<file path="src/rtl/conv_pkg.sv">
// Shared types and helpers for the convolution filter-side blocks.
// Latency: n/a (declarations only).
// Backpressure: n/a.
//   CONV_SLICE(vec, idx, w) : selects element idx of width w from a packed bus.
//   state_t                 : arbiter state encoding (IDLE, LOCKED).
//   clog2(value)            : ceil(log2(value)), never less than 1.

`define CONV_SLICE(vec, idx, w) vec[(idx)*(w) +: (w)]

package conv_pkg;

    typedef enum logic [0:0] {
        IDLE   = 1'b0,
        LOCKED = 1'b1
    } state_t;

    // Returns at least 1 so that it can size a counter or pointer directly.
    function automatic int clog2(input int value);
        int r;
        r = 0;
        for (int i = 0; i < 31; i++) begin
            if ((1 << i) < value) begin
                r = i + 1;
            end
        end
        return (r < 1) ? 1 : r;
    endfunction

endpackage

</file>
<file path="src/rtl/rr_pick.sv">
// Rotating-priority encoder: picks the first asserted req at or after ptr, wrapping.
// Latency: purely combinational.
// Backpressure: none; the caller decides when the pick is taken.
//   req  [N]     : request vector
//   ptr  [PTR_W] : highest-priority index for this arbitration
//   pick [N]     : one-hot winner (all zero when vld=0)
//   vld          : at least one request present

module rr_pick #(
    parameter int N     = 4,
    parameter int PTR_W = 2
) (
    input  logic [N-1:0]     req,
    input  logic [PTR_W-1:0] ptr,
    output logic [N-1:0]     pick,
    output logic             vld
);

    // Candidate index for each search step, (ptr + k) mod N.
    logic [PTR_W-1:0] cand [N];

    always_comb begin
        for (int k = 0; k < N; k++) begin
            cand[k] = PTR_W'((int'(ptr) + k) % N);
        end
    end

    always_comb begin
        pick = '0;
        vld  = 1'b0;
        for (int k = 0; k < N; k++) begin
            if (!vld && req[cand[k]]) begin
                vld            = 1'b1;
                pick[cand[k]]  = 1'b1;
            end
        end
    end

endmodule

</file>
<file path="src/rtl/conv_wr_arbiter.sv">
// Round-robin arbiter sharing the output-memory write port between filter controllers.
// Latency: req to gnt 1 cycle; one IDLE bubble between bursts; beat passes through combinationally.
// Backpressure: mem_ready=0 stalls the beat and holds the grant; other requesters wait in IDLE queue.
//   clk, rst_n          : clock, asynchronous active-low reset
//   req, last           : per-requester burst request / final-beat flag
//   addr, data          : packed per-requester address and data
//   mem_ready           : memory accepts the presented beat
//   gnt                 : registered one-hot grant
//   mem_wr/addr/data    : write beat of the granted requester (zero when not locked)
//   busy                : a grant is held
//   err                 : one-cycle pulse on an aborted or overlong burst

module conv_wr_arbiter
    import conv_pkg::*;
#(
    parameter int N_REQ     = 4,
    parameter int ADDR_W    = 6,
    parameter int DATA_W    = 16,
    parameter int BURST_MAX = 4
) (
    input  logic                    clk,
    input  logic                    rst_n,
    input  logic [N_REQ-1:0]        req,
    input  logic [N_REQ-1:0]        last,
    input  logic [N_REQ*ADDR_W-1:0] addr,
    input  logic [N_REQ*DATA_W-1:0] data,
    input  logic                    mem_ready,
    output logic [N_REQ-1:0]        gnt,
    output logic                    mem_wr,
    output logic [ADDR_W-1:0]       mem_addr,
    output logic [DATA_W-1:0]       mem_data,
    output logic                    busy,
    output logic                    err
);

    localparam int PTR_W = clog2(N_REQ);
    localparam int CNT_W = clog2(BURST_MAX + 1);

    // Count value before the beat that fills the burst.
    localparam logic [CNT_W-1:0] CNT_FULL = CNT_W'(BURST_MAX - 1);
    localparam logic [PTR_W-1:0] PTR_TOP  = PTR_W'(N_REQ - 1);

    state_t           state;
    logic [PTR_W-1:0] rr_ptr;
    logic [CNT_W-1:0] beat_cnt;

    logic [N_REQ-1:0] pick;
    logic             pick_vld;
    logic [PTR_W-1:0] gnt_idx;
    logic [PTR_W-1:0] next_ptr;
    logic             req_g;
    logic             last_g;
    logic             accept;

    rr_pick #(
        .N     (N_REQ),
        .PTR_W (PTR_W)
    ) u_pick (
        .req  (req),
        .ptr  (rr_ptr),
        .pick (pick),
        .vld  (pick_vld)
    );

    // Binary index of the held grant; zero when no grant.
    always_comb begin
        gnt_idx = '0;
        for (int i = 0; i < N_REQ; i++) begin
            if (gnt[i]) begin
                gnt_idx = PTR_W'(i);
            end
        end
    end

    // The just-served requester drops to lowest priority.
    assign next_ptr = (gnt_idx == PTR_TOP) ? '0 : gnt_idx + 1'b1;

    assign req_g  = req[gnt_idx];
    assign last_g = last[gnt_idx];
    assign accept = (state == LOCKED) && req_g && mem_ready;
    assign busy   = (state == LOCKED);

    always_comb begin
        mem_wr   = 1'b0;
        mem_addr = '0;
        mem_data = '0;
        if (state == LOCKED) begin
            mem_wr   = req_g;
            mem_addr = `CONV_SLICE(addr, gnt_idx, ADDR_W);
            mem_data = `CONV_SLICE(data, gnt_idx, DATA_W);
        end
    end

    always_ff @(posedge clk or negedge rst_n) begin
        if (!rst_n) begin
            state    <= IDLE;
            gnt      <= '0;
            rr_ptr   <= '0;
            beat_cnt <= '0;
            err      <= 1'b0;
        end else begin
            err <= 1'b0;
            case (state)
                IDLE: begin
                    if (pick_vld) begin
                        state    <= LOCKED;
                        gnt      <= pick;
                        beat_cnt <= '0;
                    end
                end
                LOCKED: begin
                    if (!req_g) begin
                        // Requester withdrew mid-burst: release and flag the abort.
                        state    <= IDLE;
                        gnt      <= '0;
                        rr_ptr   <= next_ptr;
                        beat_cnt <= '0;
                        err      <= 1'b1;
                    end else if (accept) begin
                        if (last_g) begin
                            state    <= IDLE;
                            gnt      <= '0;
                            rr_ptr   <= next_ptr;
                            beat_cnt <= '0;
                        end else if (beat_cnt == CNT_FULL) begin
                            // Burst hit its beat limit without a last flag: cut it.
                            state    <= IDLE;
                            gnt      <= '0;
                            rr_ptr   <= next_ptr;
                            beat_cnt <= '0;
                            err      <= 1'b1;
                        end else begin
                            beat_cnt <= beat_cnt + 1'b1;
                        end
                    end
                end
                default: begin
                    state    <= IDLE;
                    gnt      <= '0;
                    beat_cnt <= '0;
                end
            endcase
        end
    end

endmodule

</file>
<file path="config.mk">
export PLATFORM = sky130hd
export DESIGN_NAME = conv_wr_arbiter
export DESIGN_NICKNAME = d
export VERILOG_FILES = /design/src/rtl/conv_pkg.sv /design/src/rtl/rr_pick.sv /design/src/rtl/conv_wr_arbiter.sv
export SDC_FILE = /design/constraint.sdc
export NUM_CORES = 1
export LEC_CHECK = 0
export CAP_MARGIN = 10
export CORE_MARGIN = 8
export CORE_UTILIZATION = 38
export CTS_CLUSTER_DIAMETER = 40
export DETAILED_ROUTE_END_ITERATION = 10
export PLACE_DENSITY_LB_ADDON = 0.25
export SKIP_CTS_REPAIR_TIMING = 1
export SKIP_LAST_GASP = 1
export SLEW_MARGIN = 20
export SYNTH_ARGS = -nofsm -noshare
export SYNTH_HDL_FRONTEND = slang
export SYNTH_HIERARCHICAL = 1
export SYNTH_SLANG_ARGS = --single-unit
export TNS_END_PERCENT = 30
</file>
<file path="constraint.sdc">
create_clock -name clk -period 2.9 [get_ports clk]
set_input_delay 0.725 -clock clk [delete_from_list [all_inputs] [get_ports clk]]
set_output_delay 0.725 -clock clk [all_outputs]
set_load 0.05 [all_outputs]
</file>
==> results.cfg <==
[pwr]
p_comb_share_pct = 89.6
p_sw_share_pct = 52.83
irDropWorstVdd_mv = 0.6558
power.total_w = 0.004107
pwr-share-seq_pct = 6.6
powerDensity_mw_per_mm2 = 1108
power.leakage_nw = 1.477
clkPwrFrac_pct = 3.8
p_sw_w = 0.002170
p_int_w = 0.001937

[timing]
finalSetupViolCount = 0
hold_viol = 0
slew_headroom_pct = 56.52
period_needed_ns = 2.761
skew_ns = 0.001558
period_share_pct = 95.22
clock.fmax_mhz = 362.1
worstMarginPinSlew_ns = 0.6508
rsz0062_at_grt = no
drv_slew = 0

[worst_hold_path]
min_path_type = reg2reg
whs_path_depth = 1
min_from = beat_cnt[2]

[yosys]
netlist_area_mm2 = 0.002013
async_reset_ff_share_pct = 100.0
synth_top_cells_by_area = mux2i_1 (25%), dfrtp_1 (14%), nor2_1 (6.2%), o21ai_0 (5.5%), nand2_1 (5.0%)
yosysTopAreaCell = mux2i_1
synth-seq-cells = 11
netlist-cell-type-count = 51
syn_nets = 362
ys_seq_area_share_pct = 13.67
synth_cells = 256
synth.avg_cell_area_um2 = 7.864
synth_top_area_share_pct = 24.86
ys.warnings.count = 6
synth-main-ff-cell = dfrtp_1
synth-edff-count = 0

[global_route]
grt_max_degree = 30
grt_pass1_wl_um = 12410
grt_overflow = 0
antenna_found_initial = 0
grt_pass1_vias = 2563
grt_use_total_pct = 19.98

[clocking]
cts_tree = yes
cts-buffers-inserted = 3
clock_path_buffers = 2
clkSlewWorstSetupHoldPaths_ns = 0.05
cts_sinks = 11
cts.htree.levels = 1
clockRootBuffer = clkbuf_8
clkLatencyLatePin_ns = 0.24

[die]
core_area_mm2 = 0.005107
die_h_um = 88.79
initial_utilization_pct = 39.42
dieWidth_um = 88.79
io_pins = 128
die-area_mm2 = 0.007883
rows = 26

[setup_path]
cp_num_cells = 6
critical_path_required_ns = 2.17
critPathMaxStageDelay_ns = 0.58
cp-start-kind = input port
r2r-start = rr_ptr[0]
crit_type = in2out
cp_num_buf_inv = 3
crit_fanout = 6
crit_start = req[2]
crit_slowest_cell = clkdlybuf4s50_1
end_kind = output port
path_delay_family = buffers and inverters
cp.arrival_ns = 2.04
path_cells = clkdlybuf4s50_1 > nor3b_2 > a211o_1 > nor2_1 > buf_4 > buf_12
rr_worst_depth = 7

[route]
drtIter0Drc = 135
drc_errors = 0
drt-pass1-iter-count = 4
wirelength_um = 8109
vias = 2520
routed_via_density = 5.563
drtAntennaViolNets = 0
wl_per_cell_um = 17.90

[place]
portBuffers = 127
gp_congestion = 0.9217
dpl.hpwl_um = 6911

[final_layout]
antenna_cells = 0
final_core_util_pct = 72.59
final_layout_size_suffix_gt1_share_pct = 16.97
area_growth_pct = 84.15
nets = 490

[run_status]
status = finished clean

[job]
max_cap_viol_count = 0
==> logic make-up (layout without fill, tap and decap cells) <==
kind of cell / after synthesis / in the layout / share of synthesized area, %
simple gates: 90 / 90 / 21.32
mux: 56 / 56 / 29.09
buf+inv: 26 / 153 / 6.214
fa+ha+maj: 7 / 7 / 4.350
compound gates: 66 / 66 / 25.36
flops: 11 / 11 / 13.67
==> power by group through the flow <==
stage,logic [W],registers (W),clock network (W)
global route,0.00387,0.000281,0.000162
detailed placement,0.00368,0.000275,0
CTS,0.00369,0.000273,0.000157
global placement,0.00363,0.000271,0
floorplan,0.00208,0.000391,0
finish,0.00368,0.000273,0.000155
==> path summary, 6_finish.rpt <==
check,end,slack (ns)
worst min-delay path,beat_cnt[2],0.50
worst min register to register,beat_cnt[2],0.50
worst max register to register,gnt[0],0.71
min in group asynchronous,gnt[2],0.83
worst max-delay path,mem_wr,0.14
max in group asynchronous,gnt[3],1.71
==> final cells by class <==
type / instances / area, um^2
Tap cell: 70 / 87.58
Clock buffer: 4 / 45.04
Multi-Input combinational cell: 219 / 1620
Sequential cell: 11 / 276.5
Fill cell: 394 / 1400
Inverter: 5 / 18.77
Timing Repair Buffer: 144 / 1659
==> sequential cells by signal, summed over array words and instances, names as in the netlist <==
name / cells
rr_ptr: 2
err: 1
beat_cnt: 3
busy: 1
gnt: 4
==> metal layers <==
| layer | up-vias | GRT usage [%] | wire length (um) |
|---|---|---|---|
| li1 | 1208 | - | - |
| met1 | 1176 | 22.57 | 3132 |
| met2 | 128 | 35.78 | 4138 |
| met3 | 8 | 5.664 | 724 |
| met4 | 0 | 4.608 | 114 |
| met5 | - | 0 | 0 |
==> cells in the mapped netlist, types with 5 or more instances <==
| cell type | instances |
|---|---|
| nand2b_1 | 8 |
| buf_2 | 9 |
| o211ai_1 | 6 |
| nor2_1 | 33 |
| dfrtp_1 | 11 |
| o21ai_0 | 22 |
| ha_1 | 7 |
| nand2_1 | 27 |
| o22ai_1 | 6 |
| clkbuf_1 | 5 |
| mux2i_1 | 50 |
==> cells in the final DEF (no fill, tap or decap), types with 2 or more instances in the layout <==
cell type,Yosys,final
a211o_1,2,2
a211oi_1,2,2
a21oi_1,2,2
a221o_1,4,4
a221oi_2,2,2
a31o_1,2,2
buf_12,0,26
buf_4,0,17
clkbuf_8,0,3
clkdlybuf4s50_1,0,101
dfrtp_1,11,10
ha_1,7,7
inv_1,4,4
mux2_2,3,3
mux2i_1,50,50
nand2_1,27,27
nand2b_1,8,8
nand3_1,3,3
nand4_1,2,2
nor2_1,33,30
nor2_2,0,3
nor2b_1,3,3
nor3_1,2,2
nor4_1,4,4
o211ai_1,6,6
o21ai_0,22,22
o21ai_1,3,3
o22ai_1,6,6
o2bb2ai_1,4,4
or3b_1,2,2
==> metrics by stage <==
stage | setup WS (ns) | cells | hold WS (ns) | TNS [ns] | cell area (um^2)
after floorplan | -0.01393 | 256 | 0.4294 | -0.09754 | 2021
after global placement | 0.1666 | 449 | 0.4747 | 0 | 3662
after global routing | 0.09852 | 453 | 0.4988 | 0 | 3707
after CTS | 0.1306 | 453 | 0.4964 | 0 | 3707
after detailed placement | 0.1292 | 449 | 0.4847 | 0 | 3662
final | 0.1387 | 453 | 0.4956 | 0 | 3707
No activity file was read; power rests on OpenSTA's default activity.
